==> config.mk <==
export PLATFORM = sky130hd
export DESIGN_NAME = bit4_parallel_sub
export DESIGN_NICKNAME = d
export VERILOG_FILES = /design/src/rtl/bit4_parallel_sub.sv
export SDC_FILE = /design/constraint.sdc
export NUM_CORES = 1
export LEC_CHECK = 0
export CAP_MARGIN = 20
export CORE_AREA = 2 2 39 41
export DETAILED_ROUTE_END_ITERATION = 16
export DIE_AREA = 0 0 41 43
export PLACE_DENSITY_LB_ADDON = 0.05
export SLEW_MARGIN = 15
export SYNTH_ARGS = -nofsm -noshare
export SYNTH_HDL_FRONTEND = slang
export SYNTH_SLANG_ARGS = --single-unit
==> constraint.sdc <==
create_clock -name clk -period 3 [get_ports clk]
set_input_delay 0.9 -clock clk [delete_from_list [all_inputs] [get_ports clk]]
set_output_delay 0.9 -clock clk [all_outputs]
set_load 0.03 [all_outputs]
==> src/rtl/bit4_parallel_sub.sv <==
// bit4_parallel_sub: registered WIDTH-bit ripple subtractor.
//
// The datapath is a chain of WIDTH full-adder cells fed with a, ~b and a
// carry-in (c_in). With c_in=1 the chain computes a - b. With c_in=0 it
// computes a - b - 1. Both the difference and the borrow flag (the inverted
// final carry) are captured in output registers, so the block behaves as a
// one-cycle arithmetic stage.
//
// Handshake: in_valid qualifies a/b/c_in on the rising edge where it is
// sampled. out_valid is high for exactly the following cycle, and
// diff/b_out/ovf carry that result during that cycle. There is no ready or
// backpressure, so the consumer must take the result in the cycle that
// out_valid is high. On cycles without in_valid the result registers hold
// their previous values.
//
// Optional feature macro: BIT4_PARALLEL_SUB_OVF_EN adds the registered signed
// overflow output ovf. When the macro is not defined, ovf and its logic are
// absent.

module bit4_parallel_sub #(
    parameter int WIDTH = 4
) (
    input  logic             clk,
    input  logic             rst,
    input  logic             in_valid,
    input  logic [WIDTH-1:0] a,
    input  logic [WIDTH-1:0] b,
    input  logic             c_in,
    output logic [WIDTH-1:0] diff,
    output logic             b_out,
    output logic             out_valid
`ifdef BIT4_PARALLEL_SUB_OVF_EN
    ,
    output logic             ovf
`endif
);

    localparam int MSB = WIDTH - 1;

    // Subtrahend is inverted ahead of the adder chain.
    logic [WIDTH-1:0] b_inv;
    // carry[i] enters cell i, and carry[WIDTH] leaves the last cell.
    logic [WIDTH:0]   carry;
    logic [WIDTH-1:0] sum;
    logic             borrow_next;

    assign b_inv    = ~b;
    assign carry[0] = c_in;

    // Ripple chain of full-adder cells. Cell i adds a[i] and ~b[i] to the
    // carry coming from cell i-1.
    for (genvar i = 0; i < WIDTH; i++) begin : g_cell
        logic p;
        assign p          = a[i] ^ b_inv[i];
        assign sum[i]     = p ^ carry[i];
        assign carry[i+1] = (a[i] & b_inv[i]) | (p & carry[i]);
    end

    // No carry out of a + ~b + c_in means the unsigned result wrapped below
    // zero.
    assign borrow_next = ~carry[WIDTH];

    // Result and valid registers. Reset takes priority over a same-cycle
    // in_valid, so that operation is dropped.
    always_ff @(posedge clk) begin
        if (rst) begin
            diff      <= '0;
            b_out     <= 1'b0;
            out_valid <= 1'b0;
        end else begin
            out_valid <= in_valid;
            if (in_valid) begin
                diff  <= sum;
                b_out <= borrow_next;
            end
        end
    end

`ifdef BIT4_PARALLEL_SUB_OVF_EN
    // Signed overflow: the operands have different signs and the result sign
    // differs from the minuend's sign.
    logic ovf_next;

    assign ovf_next = (a[MSB] != b[MSB]) && (sum[MSB] != a[MSB]);

    // Overflow register, captured together with diff.
    always_ff @(posedge clk) begin
        if (rst) begin
            ovf <= 1'b0;
        end else if (in_valid) begin
            ovf <= ovf_next;
        end
    end
`endif

endmodule

# Word-level counts from Yosys, hierarchy flattened
# Cells that the tools add are included.
[totals]
elab_cells = 25
inputBits = 12
register_bits = 6
out_inout_bits = 6
[classes]
bitwise_logic = 22
[op_table]
columns = ["op", "count"]
rows = [
  ["bitwise AND 1 bit", 8],
  ["bitwise XOR 1 bit", 8],
  ["inverter 4 bit", 1],
  ["bitwise OR 1 bit", 4],
  ["inverter 1 bit", 1],
]

# Logic depth before layout (Yosys ltp)
[depth]
ltp_word = 11
ltp_mapped = 8
ltp_nobuf = 8

# Least setup slack after synthesis
# Ideal clock, no wire load.
[synth_timing]
path_type = "in2reg"
start = "input port b[0]"
end = "register diff[3]"
arrival_ps = 2539
path_stages = 7
setup_slack_ps = 382
n_path_buf = 0
t_required_ps = 2921
setup_ps = 79
cell_sequence = "inv_1 fa_1 inv_1 fa_1 fa_1 fa_1 a211oi_2"
[synth_between]
elab_chain_len = 9
word_cells_on_any_way = 10
classes_between = "bitwise: 10"
[synth_lines]
columns = ["item", "line", "source"]
rows = [
  ["from (decl)", "27", "input logic [WIDTH-1:0] b,"],
  ["inverter 4 bit (*)", "47", "assign b_inv = ~b;"],
  ["bitwise XOR 1 bit", "54", "assign p = a[i] ^ b_inv[i];"],
  ["bitwise AND 1 bit", "56", "assign carry[i+1] = (a[i] & b_inv[i]) | (p & carry[i]);"],
  ["bitwise OR 1 bit (*)", "56", ""],
  ["bitwise AND 1 bit (*)", "56", ""],
  ["bitwise OR 1 bit (*)", "56", ""],
  ["bitwise AND 1 bit (*)", "56", ""],
  ["bitwise OR 1 bit (*)", "56", ""],
  ["bitwise XOR 1 bit (*)", "55", "assign sum[i] = p ^ carry[i];"],
  ["to (signal assigned)", "73", "diff <= sum;"],
  ["to (decl)", "29", "output logic [WIDTH-1:0] diff,"],
]
# Mark *: on every way between the ends. The rest lies on a longest branch, timed or not.
# A chain may end at the register's enable or synchronous reset.

# Final worst setup path
[layout_timing]
start = "input port a[0]"
end = "register diff[3]"
[layout_between]
elab_chain_len = 8
word_cells_on_any_way = 9
classes_between = "bitwise: 9"
[layout_lines]
columns = ["item", "line", "source"]
rows = [
  ["from (decl)", "26", "input logic [WIDTH-1:0] a,"],
  ["bitwise XOR 1 bit", "54", ""],
  ["bitwise AND 1 bit", "56", ""],
  ["bitwise OR 1 bit (*)", "56", ""],
  ["bitwise AND 1 bit (*)", "56", ""],
  ["bitwise OR 1 bit (*)", "56", ""],
  ["bitwise AND 1 bit (*)", "56", ""],
  ["bitwise OR 1 bit (*)", "56", ""],
  ["bitwise XOR 1 bit (*)", "55", ""],
]
# Marks and branches as above.

==> reports/qor.txt <==
Worst R2R End: diff[1]
Final Cycle Share: 95.5%
Drt initial violations: 2
Sequential-to-total area share from yosys stat: 38.1%
Cell variety after synth: 9
Largest net degree at the start of global routing: 10
CP startpoint kind: input port
Iteration count of the initial detailed-routing pass: 2
Clock tree sinks: 6
Terminating pin of the worst hold path: diff[1]
Syn Inst Count: 27
Fin. Hold Viols: 0
Reg2reg setup slack: 2.36 ns
PwrDens: 453 nW/um2
Crit-path max FO: 1
Cell Count, Final, Fillers Out: 62
CP required: 3.16 ns
Initial antenna violation count: 0
Crit path time final: 2.87 ns
Ys Warns: 0
Max Fclk: 349 MHz
Area grow syn2layout: 64.7%
Clock latency on the worst-skew pair: 0.24 ns
Die Y-Extent: 43 um
Cell Area, Placed: 494 um2
Leak Pwr: 0.212 nW
GP Congestion: 0.565
Layout cells sized above 1: 17.4%
Hold Path Stages: 2
Hold Startpoint: diff[1]
First-pass GRT wire length: 1070 um
Nets: 64
I/O pin count: 18
Die W: 41 um
Syn nets: 43
Total grt overflow: 0
Status: finished clean
Root Buffer: clkbuf_4
Setup Crit Path Kind: input port to register
CTS tree: built
Post-route ant nets: 0
CTS resizes: 0
Unrepaired setup endpoints after global routing: no
Max-slew violation count: 0
Post-CTS setup buffers: 0
Final Cell Area: 519 um2
Max Buffers Root-to-Sink: 2
Hold crit path type: register to register
Initial Utilization: 22.8%
Cell area after synthesis: 315 um2
Post-synthesis sequential element count: 6
Max-cap viol count: 0
Total power: 0.235 mW
Cell Count Post-Placement: 59
# rows: 14
Synth area leaders: dfxtp_1, fa_1, a211oi_2
Via count: 247
Worst r2r src: diff[1]
# DRC: 0
Worst slew pin tran: 0.435 ns
Port bufs: 17
# setup viols final: 0
Total Wirelength: 623 um
Hold buffers post-CTS: 0
Total Routing Usage GR: 9.82%
Core Footprint: 1380 um2
R2R depth: 2
Antenna Cells: 0
Area leader, netlist: dfxtp_1
TritonCTS Buffers: 3
Vias per Instance: 3.98
Worst Path Arrival: 3.03 ns
Worst-path clk slew: 0.05 ns
Die area: 1760 um2
Vias in the first global route: 262
Core Util, Final: 37.5%
Dpl hpwl: 525 um
Share of the synthesized area in the top cell type: 38.1%
WL per Instance: 10.0 um
Peak supply drop: 0.000158 V
Skew final: 0 ns
Crit. End Element: register
Htree depth: 1
Avg Inst Size Synth: 11.7 um2
Slew HR: 70.9%
[metal layers]
metal,share of wire [%],vias up,global-route usage [%],wire length (um)
li1,-,123,-,-
met1,38,114,12.2,238
met2,54,10,13.1,334
met3,8.0,0,3.14,50
met4,0,0,8.00,0
met5,0,-,0,0
[cell usage in the layout, fill, tap and decap left out]
cell / synthesis / final
fa_1: 4 / 3
inv_1: 5 / 5
nor2b_1: 1 / 1
clkbuf_4: 0 / 3
dfxtp_1: 6 / 6
clkdlybuf4s50_1: 0 / 17
nor2_1: 4 / 4
fa_2: 0 / 1
a211oi_2: 3 / 3
nor2_2: 1 / 1
mux2i_1: 2 / 2
[sequential cells by signal, summed over array words and instances (netlist names)]
| name | flops |
|---|---|
| diff | 4 |
| b_out | 1 |
| out_valid | 1 |
[cells in the mapped netlist (all sizes together)]
| cell type | instances |
|---|---|
| a211oi | 3 |
| buf | 1 |
| dfxtp | 6 |
| fa | 4 |
| inv | 5 |
| mux2i | 2 |
| nor2 | 5 |
| nor2b | 1 |
[power by group]
| part | total [mW] | switching [mW] | internal, mW |
|---|---|---|---|
| clock network | 0.0742 | 0.0289 | 0.0452 |
| registers | 0.0903 | 0.00338 | 0.0870 |
| logic | 0.0709 | 0.0340 | 0.0369 |
| total | 0.235 | 0.0663 | 0.169 |
[logic make-up after synthesis]
logic type               share of synthesized area, %
AND/OR/NAND/NOR                                  8.73
flip-flops                                       38.1
AO/OA/AOI/OAI                                    11.9
buffers and inverters                            9.52
multiplexers                                     6.35
adder cells (fa/ha/maj)                          25.4
[per-stage QoR]
step                worst slack (ns)  hold WS, ns  TNS, ns
finish                         0.134        0.498        0
global route                  0.0348        0.523        0
CTS                           0.0723        0.500        0
detailed placement            -0.180        0.488   -0.296
global placement              -0.152        0.481   -0.217
floorplan                      0.382        0.609        0
[layout make-up]
class | instances | area [um2]
clock buffer | 3 | 22.5
fill | 147 | 865
inverter | 5 | 18.8
multi-input combinational | 15 | 168
sequential | 6 | 120
tap | 16 | 20.0
timing repair buffer | 17 | 170
[critical path: stages]
cell	delay, ns
clkdlybuf4s50_1	0.50
fa_1	0.18
inv_1	0.05
fa_1	0.39
fa_2	0.35
fa_1	0.45
a211oi_2	0.21
[how the worst max path moves through the flow]
stage               cells after the start      end  start  slack [ns]
floorplan                               7  diff[3]   b[0]        0.38
finish                                  7  diff[3]   a[0]        0.13
detailed placement                      7  diff[3]   a[0]       -0.18
global placement                        7  diff[3]   a[0]       -0.15
CTS                                     7  diff[3]   a[0]        0.07
global route                            7  diff[3]   a[0]        0.03
No activity file was read; power rests on OpenSTA's default activity.
==> RTL edit 1: new RTL, config.mk and constraints unchanged <==
Add a define of `BIT4_PARALLEL_SUB_OVF_EN`.
--- a/src/rtl/bit4_parallel_sub.sv
+++ b/src/rtl/bit4_parallel_sub.sv
@@ -17,4 +17,6 @@
 // overflow output ovf. When the macro is not defined, ovf and its logic are
 // absent.
+
+`define BIT4_PARALLEL_SUB_OVF_EN
 
 module bit4_parallel_sub #(
Behaviour (old outputs only; new: ovf): unchanged (equiv_simple and equiv_induct, registers matched by name and starting in step).
==> RTL edit 1 against the original RTL <==
Setup slack lost 18 ps; sequential cell count grew 1; routed wire length grew 13%; clock skew is the same; register-to-register slack lost 100 ps; power grew 14%; design area grew 13%; synthesized cell count grew 26%; area after synthesis grew 17%; largest power group unchanged; critical path type unchanged.
==> RTL edit 1: results (changes against the original RTL) <==
[layout]
multiInputGateArea_um2=200  ; +19%
signal_buffers=18  ; +1
clk_share_pct=4.46  ; +0.12 points
layout.nonclk_buf_share_pct=29.9  ; -2.8 points
multi_input_cells=19  ; +4
drive_gt1_share_pct=14.5  ; -2.8 points
area_delta_synth_final_pct=59.1
fill_cells=150  ; +2.0%
inv_count=7  ; +2

[pwr]
p_leak_nw=0.253  ; +19%
peakVddDrop_uv=232  ; +47%
clock_power_mw=0.0842  ; +13%
p_sw_share_pct=28.5  ; +0.37 points
internal-power_mw=0.192  ; +14%
pwr-share-comb_pct=29.9  ; -0.2 points

[global_routing]
grt_max_degree=11  ; +1
grt_pass1_wl_um=1240  ; +16%
use_met1_pct=13.3  ; +1.1 points
met3_usage_pct=6.81  ; +3.7 points

[outcome]
status=completed

[yosys]
avgSynthCellArea_um2=10.9  ; -6.7%
synth_nets=51  ; +19%
synth_cell_types=12  ; +3
ys_top_cells_by_count=7 x dfxtp_1, 7 x inv_1, 5 x nor2_1
synth.area.top_cells=dfxtp_1 38%, fa_1 22%, inv_1 7.1%

[critical_path]
reg2reg_slack_ps=2260  ; -100 ps
crit_start=b[0]
slowest_delay_ps=480  ; -20 ps
slowest_stage=fa_1
endpoint=ovf

[routing]
met2_length_um=333  ; -0.30%
top_layer=met4
drt-initial-drc-count=1  ; -1
drt-total-wl_um=702  ; +13%
vias=293  ; +19%

[placed_design]
io_buffer_count=18  ; +1
gp_congestion=0.642  ; +13%
post-place-ws_ps=-360  ; -180 ps
dp.cells=67  ; +14%
hpwlAfterDp_um=578  ; +10%

[timing]
max_slew_margin_pct=72.2  ; +1.3 points
fin_crit_sh_pct=96.2  ; +0.62 points

[min_path]
min_from=diff[2]

==> RTL edit 1: changes by cell type after synthesis, sizes merged <==
cell	delta
nor3b	+1
inv	+2
ha	+1
dfxtp	+1
xnor2	+1
a31o	+1
==> RTL edit 1: kinds of logic (layout without fill, tap and decap cells) <==
| kind of cell | count (synthesis) | in the layout | share of synthesized area, % |
|---|---|---|---|
| xor gates and xnor gates | 1 | 1 | 2.37 |
| muxes | 2 | 2 | 5.41 |
| DFF | 7 | 7 | 37.8 |
| AOI/OAI and AO/OA | 4 | 4 | 8.45 |
| and+or+nand+nor | 7 | 7 | 10.8 |
| adders and majority gates | 5 | 5 | 25.0 |
| buffers and inverters | 8 | 29 | 10.1 |
==> RTL edit 1: worst min-delay path, stage by stage, from the launching register on <==
cell,delay (ps)
dfxtp_1,300
nor2_1,80
a211oi_1,50
==> RTL edit 1: repair_timing <==
action | CTS | global route
pin swaps | 5 | 1
setup endpoints to repair | 1 | 1
resized for setup | 7 | 0
cloned | 0 | 0
hold buffers | 0 | 0
==> RTL edit 2: new RTL, same flow settings <==
Made on the original files. The output `out_valid` loses its register stage (`out_valid` becomes a continuous assignment). Comments in the files are not updated.
--- a/src/rtl/bit4_parallel_sub.sv
+++ b/src/rtl/bit4_parallel_sub.sv
@@ -67,7 +67,5 @@
             diff      <= '0;
             b_out     <= 1'b0;
-            out_valid <= 1'b0;
         end else begin
-            out_valid <= in_valid;
             if (in_valid) begin
                 diff  <= sum;
@@ -76,4 +74,6 @@
         end
     end
+
+    assign out_valid = in_valid;
 
 `ifdef BIT4_PARALLEL_SUB_OVF_EN
Behaviour: not the same (a bounded check fails within 4 cycles, from zero or initial values and one cycle with rst high).
==> RTL edit 2 against the original RTL <==
Sequential cell count shrank 1; final cell count stayed put; area after synthesis is 6.0% lower; design area down 3.9%; routed wire length decreased by 7.7%; setup slack improved by 11 ps; power is 3.3% lower; clock skew stayed put; largest power group is now clock.
==> RTL edit 2: results (changes against the original RTL) <==
[yosys]
ys.flop_type=dfxtp_1
synth_cell_types=9  ; unchanged
synth.area.top_cells=dfxtp_1 34%, fa_1 27%, a211oi_2 13%
seq_area_frac_synth_pct=33.8  ; -4.3 points
ys_top_cells_by_count=5 x dfxtp_1, 5 x inv_1, 4 x fa_1, 4 x nor2_1, 3 x a211oi_2
synth_nets=42  ; -2.3%
yosys_warnings=0  ; unchanged

[layout]
top_regs=diff x4, b_out x1
fin_nets=63  ; -1.6%
fill_cells=151  ; +2.7%
drive_gt1_share_pct=19.6  ; +2.2 points
diodes=0  ; unchanged

[timing]
whs_ps=494  ; -3.33 ps
max_slew_margin_pct=79.8  ; +8.8 points

[routing]
dr.pass1.iters=2  ; unchanged
vias_per_cell=3.92  ; -1.6%
drt-initial-drc-count=1  ; -1
wl_per_cell_um=9.27  ; -7.7%

[clocking]
clkTransAtPathRegs_ps=50  ; about the same
cts_buffers=3  ; unchanged

[outcome]
status=completed

[pwr]
peakVddDrop_uv=185  ; +18%
p_leak_nw=0.210  ; -1.2%

[global_routing]
grt_pass1_wl_um=765  ; -28%
grt_max_degree=9  ; -1
grt_pass1_vias=187  ; -29%
track_usage_pct=7.18  ; -2.6 points

[placed_design]
gp_congestion=0.548  ; -3.1%
io_buffer_count=17  ; unchanged
hpwlAfterDp_um=481  ; -8.3%

[critical_path]
arrival_ps=3020  ; about the same
cp_max_fo=1  ; unchanged
r2r-start=diff[1]
reg2reg_slack_ps=2380  ; +20 ps

-- RTL edit 2: changes by cell type after synthesis, sizes merged --
cell,before,now
nor2b,1,0
buf,1,2
dfxtp,6,5
-- RTL edit 2: power by group --
part | switching (mW) | total (mW) | internal [mW] | leakage (nW)
registers | 0.00313 | 0.0760 | 0.0729 | 0.0415
clock network | 0.0307 | 0.0812 | 0.0505 | 0.0150
logic | 0.0337 | 0.0703 | 0.0367 | 0.153
-- RTL edit 2: stage by stage --
stage	setup TNS, ps	instances	cell area, um2	setup slack, ps
after floorplan	0	26	297	382
after global placement	-158	58	473	-113
after detailed placement	-205	58	473	-123
after CTS	0	62	499	129
after global routing	0	62	499	46.7
final	0	62	499	145
-- RTL edit 2: worst paths after layout --
check	endpoint	cells after the start
worst max-delay path	diff[3]	7
worst min-delay path	diff[1]	2
worst max register to register	diff[1]	2
worst min register to register	diff[1]	2
-- RTL edit 2: kinds of logic (layout without fill, tap and decap cells) --
group / Yosys count / count (layout) / synth area share [%]
AOI/OAI and AO/OA: 3 / 3 / 12.7
adders and majority gates: 4 / 4 / 27.0
buffers and inverters: 7 / 27 / 12.7
DFF: 5 / 5 / 33.8
muxes: 2 / 2 / 6.75
and+or+nand+nor: 5 / 5 / 7.17
-- RTL edit 2: cell type report --
cell class | count | area [um2] | share of cell area, %
sequential | 5 | 100 | 20.1
tap | 16 | 20.0 | 4.01
multi-input combinational | 14 | 159 | 31.8
timing repair buffer | 18 | 175 | 35.1
clock buffer | 4 | 26.3 | 5.26
inverter | 5 | 18.8 | 3.76
-- RTL edit 2: worst max-delay path, stage by stage --
cell             delay [ps]
clkdlybuf4s50_1         490
fa_1                    170
inv_1                    50
fa_1                    380
fa_1                    390
fa_1                    450
a211oi_2                210
-- RTL edit 2: routing by layer --
| metal | wire [um] | up-vias | track usage [%] |
|---|---|---|---|
| met4 | 17 | 0 | 8.00 |
| met3 | 73 | 2 | 3.14 |
| met5 | 0 | - | 0 |
| met2 | 254 | 14 | 9.38 |
| met1 | 230 | 107 | 7.57 |
| li1 | - | 120 | - |
